<file path="src/rtl/vec_load_unit_if.sv">
// Memory read port and vector register file write port of vec_load_unit.
// The master modport is the load unit; the slave side is memory plus regfile.
interface vec_load_unit_if #(
  parameter int LANES = 8
);
  logic                  mem_req;
  logic [31:0]           mem_addr;
  logic                  mem_gnt;
  logic                  mem_rvalid;
  logic [31:0]           mem_rdata;
  logic                  vwe3;
  logic [4:0]            vwa3;
  logic [LANES*32-1:0]   vwd3;

  modport master (
    output mem_req, mem_addr, vwe3, vwa3, vwd3,
    input  mem_gnt, mem_rvalid, mem_rdata
  );

  modport slave (
    input  mem_req, mem_addr, vwe3, vwa3, vwd3,
    output mem_gnt, mem_rvalid, mem_rdata
  );
endinterface

</file>
<file path="src/rtl/vec_load_unit.sv">
// Vector load engine: fetches LANES words one request at a time and writes the vector to the VRF.
// Optional watchdog on stalled requests/responses is enabled with macro VLOAD_TIMEOUT_EN.
module vec_load_unit #(
  parameter int LANES   = 8,
  parameter int TIMEOUT = 255
) (
  input  logic            clk,
  input  logic            rst,
  input  logic            i_start,
  input  logic [4:0]      i_vd,
  input  logic [31:0]     i_base_addr,
  output logic            o_busy,
  output logic            o_done,
  output logic            o_err,
  vec_load_unit_if.master bus
);

  localparam int IW = (LANES > 1) ? $clog2(LANES) : 1;

  typedef enum logic [1:0] {IDLE, REQ, WAIT, WRITE} state_t;

  state_t              r_state;
  logic [IW-1:0]       r_idx;
  logic [LANES*32-1:0] r_buf;
  logic [4:0]          r_vd;
  logic                r_busy;
  logic                r_done;
  logic                r_err;
  logic                r_vwe;
  logic                r_mem_req;
  logic [31:0]         r_mem_addr;

  wire w_cmd_ok = i_vd[4] && (i_base_addr[1:0] == 2'b00);
  wire w_last   = (r_idx == IW'(LANES - 1));

`ifdef VLOAD_TIMEOUT_EN
  localparam int TW = (TIMEOUT > 1) ? $clog2(TIMEOUT + 1) : 1;
  logic [TW-1:0] r_tcnt;
  // A stall is any cycle in REQ/WAIT where the current lane makes no progress
  wire w_stall  = ((r_state == REQ)  && !bus.mem_gnt) ||
                  ((r_state == WAIT) && !bus.mem_rvalid);
  wire w_expire = w_stall && (r_tcnt == TW'(TIMEOUT - 1));
`else
  wire w_unused_timeout = (TIMEOUT != 0);
`endif

  always_ff @(posedge clk or negedge rst) begin
    if (!rst) begin
      r_state    <= IDLE;
      r_idx      <= '0;
      r_buf      <= '0;
      r_vd       <= '0;
      r_busy     <= 1'b0;
      r_done     <= 1'b0;
      r_err      <= 1'b0;
      r_vwe      <= 1'b0;
      r_mem_req  <= 1'b0;
      r_mem_addr <= '0;
`ifdef VLOAD_TIMEOUT_EN
      r_tcnt     <= '0;
`endif
    end else begin
      r_done <= 1'b0;
      r_err  <= 1'b0;
      r_vwe  <= 1'b0;
      case (r_state)
        IDLE: begin
          if (i_start) begin
            if (w_cmd_ok) begin
              r_vd       <= i_vd;
              r_idx      <= '0;
              r_mem_req  <= 1'b1;
              r_mem_addr <= i_base_addr;
              r_busy     <= 1'b1;
              r_state    <= REQ;
            end else begin
              r_err <= 1'b1;
            end
          end
        end
        REQ: begin
          if (bus.mem_gnt) begin
            r_mem_req <= 1'b0;
            r_state   <= WAIT;
          end
        end
        WAIT: begin
          if (bus.mem_rvalid) begin
            r_buf[32*int'(r_idx) +: 32] <= bus.mem_rdata;
            if (w_last) begin
              r_vwe   <= 1'b1;
              r_done  <= 1'b1;
              r_state <= WRITE;
            end else begin
              // Lane addresses advance by one word and wrap naturally at 2^32
              r_idx      <= r_idx + 1'b1;
              r_mem_req  <= 1'b1;
              r_mem_addr <= r_mem_addr + 32'd4;
              r_state    <= REQ;
            end
          end
        end
        WRITE: begin
          r_busy  <= 1'b0;
          r_state <= IDLE;
        end
        default: begin
          r_busy    <= 1'b0;
          r_mem_req <= 1'b0;
          r_state   <= IDLE;
        end
      endcase
`ifdef VLOAD_TIMEOUT_EN
      // Abort overrides the case above; the partially filled buffer is kept
      if (w_expire) begin
        r_tcnt    <= '0;
        r_err     <= 1'b1;
        r_mem_req <= 1'b0;
        r_busy    <= 1'b0;
        r_state   <= IDLE;
      end else if (w_stall) begin
        r_tcnt <= r_tcnt + 1'b1;
      end else begin
        r_tcnt <= '0;
      end
`endif
    end
  end

  assign o_busy       = r_busy;
  assign o_done       = r_done;
  assign o_err        = r_err;
  assign bus.mem_req  = r_mem_req;
  assign bus.mem_addr = r_mem_addr;
  assign bus.vwe3     = r_vwe;
  assign bus.vwa3     = r_vd;
  assign bus.vwd3     = r_buf;

endmodule

</file>
<file path="src/flat_wrapper.sv">
// flat-port wrapper written by rule: the top's interface ports become plain ports
module vec_load_unit_flat 
#(
  parameter int LANES   = 8,
  parameter int TIMEOUT = 255
)
  (clk, rst, i_start, i_vd, i_base_addr, o_busy, o_done, o_err, bus_mem_req, bus_mem_addr, bus_vwe3, bus_vwa3, bus_vwd3, bus_mem_gnt, bus_mem_rvalid, bus_mem_rdata);
  vec_load_unit_if #(.LANES(LANES)) bus_i ();
  input  logic clk;
  input  logic rst;
  input  logic i_start;
  input  logic [4:0] i_vd;
  input  logic [31:0] i_base_addr;
  output logic o_busy;
  output logic o_done;
  output logic o_err;
  output wire logic [$bits(bus_i.mem_req)-1:0] bus_mem_req;
  output wire logic [$bits(bus_i.mem_addr)-1:0] bus_mem_addr;
  output wire logic [$bits(bus_i.vwe3)-1:0] bus_vwe3;
  output wire logic [$bits(bus_i.vwa3)-1:0] bus_vwa3;
  output wire logic [$bits(bus_i.vwd3)-1:0] bus_vwd3;
  input wire logic [$bits(bus_i.mem_gnt)-1:0] bus_mem_gnt;
  input wire logic [$bits(bus_i.mem_rvalid)-1:0] bus_mem_rvalid;
  input wire logic [$bits(bus_i.mem_rdata)-1:0] bus_mem_rdata;
  assign bus_mem_req = bus_i.mem_req;
  assign bus_mem_addr = bus_i.mem_addr;
  assign bus_vwe3 = bus_i.vwe3;
  assign bus_vwa3 = bus_i.vwa3;
  assign bus_vwd3 = bus_i.vwd3;
  assign bus_i.mem_gnt = bus_mem_gnt;
  assign bus_i.mem_rvalid = bus_mem_rvalid;
  assign bus_i.mem_rdata = bus_mem_rdata;
  vec_load_unit #(.LANES(LANES), .TIMEOUT(TIMEOUT)) u_core (.clk(clk), .rst(rst), .i_start(i_start), .i_vd(i_vd), .i_base_addr(i_base_addr), .o_busy(o_busy), .o_done(o_done), .o_err(o_err), .bus(bus_i));
endmodule
</file>
<file path="config.mk">
export PLATFORM = sky130hd
export DESIGN_NAME = vec_load_unit_flat
export DESIGN_NICKNAME = d
export VERILOG_FILES = /design/src/rtl/vec_load_unit_if.sv /design/src/rtl/vec_load_unit.sv /design/src/flat_wrapper.sv
export SDC_FILE = /design/constraint.sdc
export NUM_CORES = 1
export LEC_CHECK = 0
export ABC_AREA = 1
export BUFFER_PORTS_ARGS = -buffer_cell sky130_fd_sc_hd__buf_2
export CELL_PAD_IN_SITES_DETAIL_PLACEMENT = 1
export CELL_PAD_IN_SITES_GLOBAL_PLACEMENT = 2
export CORE_MARGIN = 1.5
export CORE_UTILIZATION = 30
export CTS_CLUSTER_DIAMETER = 120
export CTS_CLUSTER_SIZE = 30
export DETAILED_ROUTE_END_ITERATION = 10
export PLACE_DENSITY_LB_ADDON = 0.1
export SLEW_MARGIN = 20
export SYNTH_ARGS = -nofsm -noshare
export SYNTH_HDL_FRONTEND = slang
export SYNTH_SLANG_ARGS = --single-unit
</file>
<file path="constraint.sdc">
create_clock -name clk -period 2.2 [get_ports clk]
set_input_delay 0.22 -clock clk [delete_from_list [all_inputs] [get_ports clk]]
set_output_delay 0.22 -clock clk [all_outputs]
set_load 0.005 [all_outputs]
</file>
==> reports/qor.csv, run 1 <==
metric;value;unit
status;complete, no violations;
smallest hold slack;0.0242;ns
Place WS;0.0665;ns
first-pass GRT wire length;79600;um
Mapped Area;13500;sq um
Non-Filler Instances;2628;
clock group share of total power;19.5;%
CTS tree;yes;
Initial DRC Count;718;
H-tree depth;1;
FMAX;482;MHz
Synth area leaders;dfrtp_1 (56%), nand2_1 (15%), o21ai_0 (8.6%);
Final ANT Viol Nets;0;
DRT Wirelength;51100;um
switching pwr;0.00703;W
vias per inst;4.73;
n_diodes;0;
final worst setup slack;0.123;ns
Static Leak;8.65;nW
syn nets;1749;
Port Buf Inserts;371;
Slew headroom;62.1;%
Synth cell types;38;
Starting Density;30.4;%
Crit Path Class;register to register;
die height;215;um
worst hold start;bus_mem_rdata[9];
Sink Count;302;
Fillers;5489;
worst hold path class;input port to register;
Logic pwr share;38.3;%
Critical Path RT;2.61;ns
Final Cycle Share;94.4;%
Arr. time, crit path;2.49;ns
drt pass-1 iters;5;
full die area;46200;sq um
max cap viols;0;
Sw Ratio;41.8;%
Seq/Total Area, Yosys;56.0;%
CTS root buf;clkbuf_16;
register clock-pin slew on the reported worst setup and hold paths;0.11;ns
layout cells sized above 1;23.1;%
buffer depth of the longest clock path;3;
clock latency at the later pin of the worst-skew pair;0.52;ns
PwrDens;989;nW/um^2
Pint;0.00977;W
worst r2r src;u_core.r_idx[1];
dpl hpwl;37700;um
startpoint types;register;
Vias;12440;
IO Pins;372;
Yosys reg bits;302;
post-synthesis cell count;1669;
final hold vios;0;
Flop pwr share;42.2;%
NumNets Final;2114;
Synth warnings;0;
worst-path fanout max;64;
Layout area overhead;25.9;%
Slew Viols, Final;0;
Multi-input gate area;5080;sq um
worst setup path start;u_core.r_idx[1];
Die Width;215;um
Syn Area/Cell;8.08;sq um
post-synth top area share;56.0;%
GR Overflow Total;0;
Min Clock Period, post-route;2.08;ns
# rows;77;
dpl cells;2584;
vias in the first global route;12874;
total track usage;22.0;%
pin count of the biggest net entering global routing;65;
initial antenna violation count;0;
Num CTS Buffers;14;
Worst-Margin Slew;0.568;ns
DR WL/cell;19.4;um
critical path capture point type;register;
Worst Skew;0.0172;ns
dominant cell type by area after synthesis;dfrtp_1;
final setup violating endpoints;0;
Peak supply drop;509;uV
core area;44300;sq um
# DRC;0;
GP Congestion;0.824;
sequential cell area;7560;sq um
-- layout make-up --
class | instances | share of cell area [%]
Inverter | 132 | 2.93
Timing Repair Buffer | 443 | 15.7
Clock buffer | 15 | 2.21
Tap cell | 592 | 4.36
Clock inverter | 3 | 0.368
Sequential cell | 302 | 44.5
Multi-Input combinational cell | 1141 | 29.9
-- worst max-delay path: stages, from the launching register on --
cell and delay (ns):
dfrtp_1 0.40, inv_1 0.11, ha_2 0.23, ha_4 0.22, inv_4 0.10, nand2_1 0.13
nor2_4 0.24, nand2_2 0.09, buf_12 0.20, o31ai_1 0.24
-- synthesized netlist by cell type, drive strengths merged --
| master | number |
|---|---|
| nand3 | 94 |
| o21a | 1 |
| a31o | 1 |
| inv | 131 |
| nor4 | 1 |
| a21oi | 18 |
| clkbuf | 56 |
| o31ai | 19 |
| nor3 | 15 |
| and2 | 1 |
| clkinv | 1 |
| buf | 38 |
| and3 | 1 |
| dfrtp | 302 |
| nor2 | 187 |
| nand2 | 542 |
| a21o | 1 |
| nand3b | 1 |
| o21ai | 242 |
| nand4 | 2 |
| o21bai | 1 |
| o22ai | 1 |
| ha | 6 |
| xnor2 | 5 |
| or2 | 2 |
-- path summary, 6_finish.rpt --
kind                                           end  slack [ns]  depth (start not counted)
setup / recovery              u_core.bus.vwd3[230]        0.12                          9
hold / removal                u_core.bus.vwd3[105]        0.02                          3
setup reg to reg              u_core.bus.vwd3[230]        0.12                          9
hold reg to reg                 u_core.bus.vwa3[4]        0.48                          1
max in group asynchronous     u_core.bus.vwd3[125]        1.26                          3
min in group asynchronous  u_core.bus.mem_addr[21]        0.22                          2
-- flip-flops by register name (all words and copies together), names as in the netlist --
signal               cells
u_core.o_done            1
u_core.o_busy            1
u_core.r_state           2
u_core.o_err             1
u_core.r_idx             3
u_core.bus.vwd3        256
u_core.bus.mem_addr     32
u_core.bus.mem_req       1
u_core.bus.vwa3          5
-- metal layers --
metal  global-route usage, %  wire length, um  up-vias  part of all wire (%)
met5                       0                0        -                     0
met3                    3.55             2310       31                   4.5
met4                    3.71              861        0                   1.7
li1                        -                -     5977                     -
met1                    33.2            25600     6195                    50
met2                    33.3            22400      237                    44
-- cells by family (layout without fill, tap and decap cells) --
| family | after synthesis | in the layout | synth area share [%] |
|---|---|---|---|
| DFF | 302 | 302 | 56.0 |
| AOI/OAI and AO/OA | 284 | 284 | 11.0 |
| and+or+nand+nor | 846 | 846 | 25.3 |
| xor gates and xnor gates | 5 | 5 | 0.325 |
| buffers and inverters | 226 | 593 | 6.79 |
| adders and majority gates | 6 | 6 | 0.556 |
-- power by group through the flow --
stage               registers (W)  clock network, W  logic (W)
floorplan                 0.00707                 0    0.00333
finish                    0.00709           0.00327    0.00644
detailed placement        0.00720                 0    0.00645
CTS                       0.00710           0.00345    0.00651
global route              0.00721           0.00360    0.00721
global placement          0.00719                 0    0.00636
-- per-stage QoR --
stage	power, W	util, %	TNS (ns)	cell area (sq um)
6_report	0.0168	38.3	0	17000
5_1_grt	0.0180	38.3	-0.0150	17000
4_1_cts	0.0171	38.2	0	16900
3_5_place_dp	0.0137	36.6	0	16200
3_3_place_gp	0.0135	36.6	0	16200
2_1_floorplan	0.0104	-	0	13500
-- cells in the final DEF, fill, tap and decap left out, types with 2 or more instances in the layout --
master and n:
inv_1 128, ha_1 4, o21ai_0 233, buf_4 30
nor2_4 3, nor2_2 8, o21ai_1 8, dfrtp_1 302
o31ai_1 16, buf_2 370, o31ai_2 3, xnor2_1 5
nand2_2 5, clkinv_8 2, nor2_1 176, inv_2 2
dlygate4sd3_1 25, clkbuf_16 15, a21oi_1 18, nand3_1 90
buf_12 16, or2_2 2, nand2_1 536, nand3_2 3
nor3_1 15, nand4_1 2
-- what timing repair did --
item,CTS,global route
resized for setup,0,14
endpoints found under the hold margin,59,0
endpoints found under the setup margin,0,100
hold buffers,25,0
setup buffers,0,1
(Power assumes the default switching activity.)
==> run 2, diff against run 1 <==
--- a/config.mk
+++ b/config.mk
@@ -14,7 +14,7 @@
 export CTS_CLUSTER_DIAMETER = 120
 export CTS_CLUSTER_SIZE = 30
 export DETAILED_ROUTE_END_ITERATION = 10
-export PLACE_DENSITY_LB_ADDON = 0.1
+export PLACE_DENSITY_LB_ADDON = 0.08
 export SLEW_MARGIN = 20
 export SYNTH_ARGS = -nofsm -noshare
 export SYNTH_HDL_FRONTEND = slang
==> run 2 against run 1 <==
Sequential power hardly changed. Flip-flop and latch count did not move. Clock power down 2%. Clock skew increased by 0.0045 ns. Via count grew 1.1%. Setup slack lost 0.035 ns. Die area stayed put. Count of clock-buffer cells in the layout did not move. Critical path depth unchanged. Critical endpoint is now u_core.bus.vwd3[228]. Critical path type unchanged. Cell count grew 0.46%. Utilization increased by 0.37 points.
==> reports/qor.csv, run 2 (same netlist as run 1, synthesis figures left out) <==
metric;value;unit;change
status;complete, no violations;;unchanged
Worst-Margin Slew;0.513;ns;was 0.568 ns
die height;215;um;unchanged
CTS tree;yes;;unchanged
final setup violating endpoints;0;;unchanged
critical path capture point type;register;;unchanged
most common cell after layout, fill and taps aside;nand2_1;;unchanged
NumNets Final;2123;;was 2114
met2 wire length;23000;um;was 22400 um
max cap viols;0;;unchanged
first-pass GRT wire length;79800;um;was 79600 um
worst hold start;bus_mem_rdata[10];;was bus_mem_rdata[9]
Slew Viols, Final;0;;unchanged
total track usage;22.1;%;was 22.0%
worst hold path class;input port to register;;unchanged
switching pwr;0.00719;W;was 0.00703 W
Layout area overhead;27.2;%;was 25.9%
Sw Ratio;42.5;%;was 41.8%
clock group share of total power;19.0;%;was 19.5%
Static Leak;8.75;nW;was 8.65 nW
full die area;46200;sq um;unchanged
GR Overflow Total;0;;unchanged
# rows;77;;unchanged
Slowest-stage cell, CP;dfrtp_1;;unchanged
DR top layer;met4;;unchanged
drt pass-1 iters;5;;unchanged
Critical R2R Capture;u_core.bus.vwd3[228];;was u_core.bus.vwd3[230]
most frequent cells in the layout;nand2_1 (535), buf_2 (370), dfrtp_1 (302);;was nand2_1 (536), buf_2 (370), dfrtp_1 (302)
H-tree depth;1;;unchanged
dpl hpwl;37900;um;was 37700 um
R2R cell count;9;;unchanged
Final ANT Viol Nets;0;;unchanged
Critical Path RT;2.63;ns;was 2.61 ns
DRT Wirelength;53000;um;was 51100 um
layout cells sized above 1;23.4;%;was 23.1%
Slew headroom;65.8;%;was 62.1%
Worst Skew;0.0217;ns;was 0.0172 ns
Pint;0.00971;W;was 0.00977 W
worst-path fanout max;16;;was 64
Arr. time, crit path;2.54;ns;was 2.49 ns
initial antenna violation count;2;;was 0
PwrDens;985;nW/um^2;was 989 nW/um^2
hold path endpoint;u_core.bus.vwd3[106];;was u_core.bus.vwd3[105]
startpoint types;register;;unchanged
buffer depth of the longest clock path;3;;unchanged
CTS root buf;clkbuf_16;;unchanged
smallest hold slack;0.0180;ns;was 0.0242 ns
IO Pins;372;;unchanged
Peak supply drop;695;uV;was 509 uV
Min Clock Period, post-route;2.11;ns;was 2.08 ns
met3 wire len;2610;um;was 2310 um
pin count of the biggest net entering global routing;65;;unchanged
max reg flops;256;;unchanged
Reg2Reg Setup Slack;0.09;ns;was 0.12 ns
DR WL/cell;20.1;um;was 19.4 um
Final Cycle Share;96.0;%;was 94.4%
vias in the first global route;12823;;was 12874
cell mode on critical path;ha_2;;
Num CTS Buffers;14;;unchanged
Port Buf Inserts;371;;unchanged
GP Congestion;0.823;;was 0.824
Hold Path Depth;3;;unchanged
Logic pwr share;39.2;%;was 38.3%
clock latency at the later pin of the worst-skew pair;0.52;ns;about the same
worst r2r src;u_core.r_idx[0];;was u_core.r_idx[1]
DRT met1 WL;26200;um;was 25600 um
Total Power;0.0169;W;was 0.0168 W
Die Width;215;um;unchanged
vias per inst;4.76;;was 4.73
setup TNS;0;ns;unchanged
core area;44300;sq um;unchanged
Crit Path Class;register to register;;unchanged
Flop pwr share;41.8;%;was 42.2%
final core area utilization;38.7;%;was 38.3%
final hold vios;0;;unchanged
Initial DRC Count;755;;was 718
Max stage delay on crit path;0.43;ns;was 0.40 ns
# DRC;0;;unchanged
CP Cell Sequence;inv_2, ha_2, ha_2, clkinv_4, nand2_2, nor2_4, nand2_4, clkbuf_16, o31ai_1;;was inv_1, ha_2, ha_4, inv_4, nand2_1, nor2_4, nand2_2, buf_12, o31ai_1
FMAX;474;MHz;was 482 MHz
Vias;12573;;was 12440
Sink Count;302;;unchanged
Starting Density;30.4;%;unchanged
register clock-pin slew on the reported worst setup and hold paths;0.13;ns;was 0.11 ns
run 2: layout make-up:
type | instances | area, sq um
fillers | 5414 | 27200
diodes | 2 | 5.00
clock inverters | 4 | 38.8
repair buffers | 452 | 2850
inverters | 132 | 500
clock buffers | 15 | 375
well taps | 592 | 741
multi-input cells | 1141 | 5090
flip-flops and latches | 302 | 7560
run 2: what timing repair did:
action                                  in CTS  in global routing
pin swaps                                    1                  2
endpoints found under the setup margin      12                148
buffers inserted                             0                  4
gates cloned                                 0                  5
gates resized for setup                      3                 22
hold buffers                                27                  0
hold endpoints to repair                    72                  0
run 2: worst max-delay path, delay by kind of cell (launching register included):
family / cells / cell delay (ns)
simple gates: 3 / 0.45
fa+ha+maj: 2 / 0.49
compound gates: 1 / 0.19
buf+inv: 3 / 0.43
flops: 1 / 0.43
run 2: worst max path at each step:
stage	end	cells after the start	from	slack, ns
after global placement	u_core.bus.vwd3[88]	9	u_core.r_idx[0]	0.11
after floorplan	u_core.bus.vwd3[208]	12	u_core.r_idx[0]	0.14
final	u_core.bus.vwd3[228]	9	u_core.r_idx[0]	0.09
after global routing	u_core.bus.vwd3[232]	9	u_core.r_idx[1]	-0.01
after CTS	u_core.bus.vwd3[195]	9	u_core.r_idx[0]	-0.004
after detailed placement	u_core.bus.vwd3[85]	9	u_core.r_idx[0]	-0.005
run 2: per-stage QoR:
stage / cells / setup slack, ns / cell area (sq um)
2_1_floorplan: 1669 / 0.145 / 13500
3_3_place_gp: 2583 / 0.111 / 16200
3_5_place_dp: 2583 / -0.00537 / 16200
4_1_cts: 2629 / -0.00425 / 16900
5_1_grt: 2640 / -0.0105 / 17200
6_report: 2640 / 0.0884 / 17200
run 2: power groups by stage:
stage,sequential [W],combinational (W),clock (W)
finish,0.00707,0.00662,0.00321
global route,0.00718,0.00737,0.00351
CTS,0.00709,0.00664,0.00338
detailed placement,0.00719,0.00656,0
global placement,0.00716,0.00646,0
floorplan,0.00707,0.00333,0
run 2: per-layer routing:
| layer | vias to the layer above | global-route usage, % |
|---|---|---|
| li1 | 6007 | - |
| met1 | 6234 | 33.3 |
| met2 | 281 | 33.0 |
| met4 | 0 | 4.87 |
| met3 | 51 | 3.65 |
| met5 | - | 0 |
==> run 3, diff against run 2 <==
--- a/config.mk
+++ b/config.mk
@@ -15,6 +15,7 @@
 export CTS_CLUSTER_SIZE = 30
 export DETAILED_ROUTE_END_ITERATION = 10
 export PLACE_DENSITY_LB_ADDON = 0.08
+export SETUP_SLACK_MARGIN = 0.1
 export SLEW_MARGIN = 20
 export SYNTH_ARGS = -nofsm -noshare
 export SYNTH_HDL_FRONTEND = slang
==> run 3 against run 2 <==
Setup slack gained 0.13 ns. First-iteration DRC count is 2.4% lower. Sequential power hardly changed. Routed wire length increased by 0.95%. Via count fell by 0.32%. Clock skew is 0.0012 ns lower. Hold slack about the same. Fmax up 6.8%. Clock power barely moved. Largest cell class unchanged. Largest power group unchanged.
==> reports/qor.csv, run 3 (same netlist as run 1, synthesis figures left out) <==
metric;value;unit;change
status;complete, no violations;;unchanged
GR Overflow Total;0;;unchanged
smallest hold slack;0.0182;ns;was 0.0180 ns
critical path capture point type;register;;unchanged
startpoint types;register;;unchanged
CTS tree;yes;;unchanged
GP Congestion;0.823;;unchanged
IO Pins;372;;unchanged
Worst Skew;0.0205;ns;was 0.0217 ns
Arr. time, crit path;2.36;ns;was 2.54 ns
DR WL/cell;20.3;um;was 20.1 um
Critical Path RT;2.59;ns;was 2.63 ns
buffer depth of the longest clock path;3;;unchanged
CP Buf/Inv Count;3;;unchanged
final hold vios;0;;unchanged
drt pass-1 iters;5;;unchanged
Slowest-stage cell, CP;dfrtp_1;;unchanged
PwrDens;986;nW/um^2;was 985 nW/um^2
worst-path fanout max;32;;was 16
final setup violating endpoints;0;;unchanged
Starting Density;30.4;%;unchanged
most common cell after layout, fill and taps aside;nand2_1;;unchanged
Initial DRC Count;737;;was 755
Worst-Margin Slew;0.514;ns;was 0.513 ns
die height;215;um;unchanged
vias per inst;4.74;;was 4.76
Num CTS Buffers;14;;unchanged
DRT Wirelength;53500;um;was 53000 um
clock latency at the later pin of the worst-skew pair;0.52;ns;about the same
Final Cycle Share;89.9;%;was 96.0%
most frequent cells in the layout;nand2_1 (534), buf_2 (370), dfrtp_1 (302);;was nand2_1 (535), buf_2 (370), dfrtp_1 (302)
Crit Path Class;register to register;;unchanged
Sink Count;302;;unchanged
final worst setup slack;0.223;ns;was 0.0884 ns
worst hold path class;input port to register;;unchanged
initial antenna violation count;2;;unchanged
Slew headroom;65.7;%;was 65.8%
FMAX;506;MHz;was 474 MHz
Crit path max-delay family;buffers and inverters;;was adder cells
Place WS;-0.00537;ns;unchanged
Max stage delay on crit path;0.41;ns;was 0.43 ns
Static Leak;8.77;nW;was 8.75 nW
cell mode on critical path;ha_4;;was ha_2
CTS root buf;clkbuf_16;;unchanged
Peak supply drop;713;uV;was 695 uV
Vias;12533;;was 12573
full die area;46200;sq um;unchanged
core area;44300;sq um;unchanged
H-tree depth;1;;unchanged
Final ANT Viol Nets;0;;unchanged
first-pass GRT wire length;80500;um;was 79800 um
NumNets Final;2125;;was 2123
Min Clock Period, post-route;1.98;ns;was 2.11 ns
max cap viols;0;;unchanged
CP Cell Sequence;inv_2, ha_4, ha_4, inv_4, nand2_2, nor2_4, nand2_4, bufbuf_16, nand2_1, o31ai_1;;was inv_2, ha_2, ha_2, clkinv_4, nand2_2, nor2_4, nand2_4, clkbuf_16, o31ai_1
Die Width;215;um;unchanged
# DRC;0;;unchanged
vias in the first global route;12873;;was 12823
Slew Viols, Final;0;;unchanged
RSZ-0062 raised after global routing;false;;
max reg flops;256;;unchanged
total track usage;22.3;%;was 22.1%
Fillers;5408;;was 5414
Port Buf Inserts;371;;unchanged
pin count of the biggest net entering global routing;65;;unchanged
Layout area overhead;27.6;%;was 27.2%
dpl hpwl;37900;um;unchanged
layout cells sized above 1;23.4;%;about the same
# rows;77;;unchanged
register clock-pin slew on the reported worst setup and hold paths;0.13;ns;about the same
==> run 3: changes by cell type in the layout (fill, tap and decap cells not counted), sizes merged <==
cell,delta
bufbuf,+1
clkbuf,+1
clkinv,-1
inv,+1
==> run 3: stage by stage <==
step           utilization (%)  power, W  setup TNS (ns)  cell area, sq um  instances
2_1_floorplan                -    0.0104               0             13500       1669
3_3_place_gp              36.6    0.0136               0             16200       2583
3_5_place_dp              36.6    0.0138        -0.00686             16200       2583
4_1_cts                   38.4    0.0172               0             17000       2632
5_1_grt                   38.8    0.0181               0             17200       2642
6_report                  38.8    0.0170               0             17200       2642
==> run 3: worst paths after layout <==
kind	cells past startpoint	slack, ns	from	to
worst min-delay path	3	0.02	bus_mem_rdata[10]	u_core.bus.vwd3[106]
max in group asynchronous	3	1.23	rst	u_core.bus.vwd3[250]
worst max-delay path	10	0.22	u_core.r_idx[0]	u_core.bus.vwd3[235]
worst min register to register	1	0.48	u_core.bus.vwa3[4]	u_core.bus.vwa3[4]
min in group asynchronous	2	0.24	rst	u_core.bus.vwd3[171]
worst max register to register	10	0.22	u_core.r_idx[0]	u_core.bus.vwd3[235]
==> run 3: where the power goes <==
group / switching (W) / total, W / internal (W)
Clock: 0.00194 / 0.00322 / 0.00128
Sequential: 0.000737 / 0.00707 / 0.00633
Combinational: 0.00453 / 0.00669 / 0.00216
==> run 3: area by class of cell <==
| cell class | instances | area (sq um) | share of cell area [%] |
|---|---|---|---|
| Multi-Input combinational cell | 1141 | 5100 | 29.6 |
| Antenna cell | 2 | 5.00 | 0.0291 |
| Tap cell | 592 | 741 | 4.30 |
| Clock buffer | 15 | 375 | 2.18 |
| Clock inverter | 4 | 38.8 | 0.225 |
| Inverter | 132 | 498 | 2.89 |
| Timing Repair Buffer | 454 | 2900 | 16.8 |
| Sequential cell | 302 | 7560 | 43.9 |
==> run 3: per-layer routing <==
layer	global-route usage (%)	vias up	wire length [um]	part of all wire, %
met3	3.68	49	2700	5.0
met2	33.4	284	23400	44
met4	4.87	0	1080	2.0
met1	33.5	6190	26300	49
li1	-	6010	-	-
met5	0	-	0	0
==> run 3: timing repair <==
item,in CTS,in global routing
cloned,1,7
endpoints found under the setup margin,128,154
endpoints found under the hold margin,72,0
resized for setup,9,20
hold buffers,27,0
pin swaps,1,2
setup buffers,2,1
==> run 3: worst reg2reg max path, cell delays in order (launching register included) <==
cell	delay, ns
dfrtp_1	0.41
inv_2	0.11
ha_4	0.16
ha_4	0.21
inv_4	0.11
nand2_2	0.11
nor2_4	0.16
nand2_4	0.11
bufbuf_16	0.33
nand2_1	0.09
o31ai_1	0.06
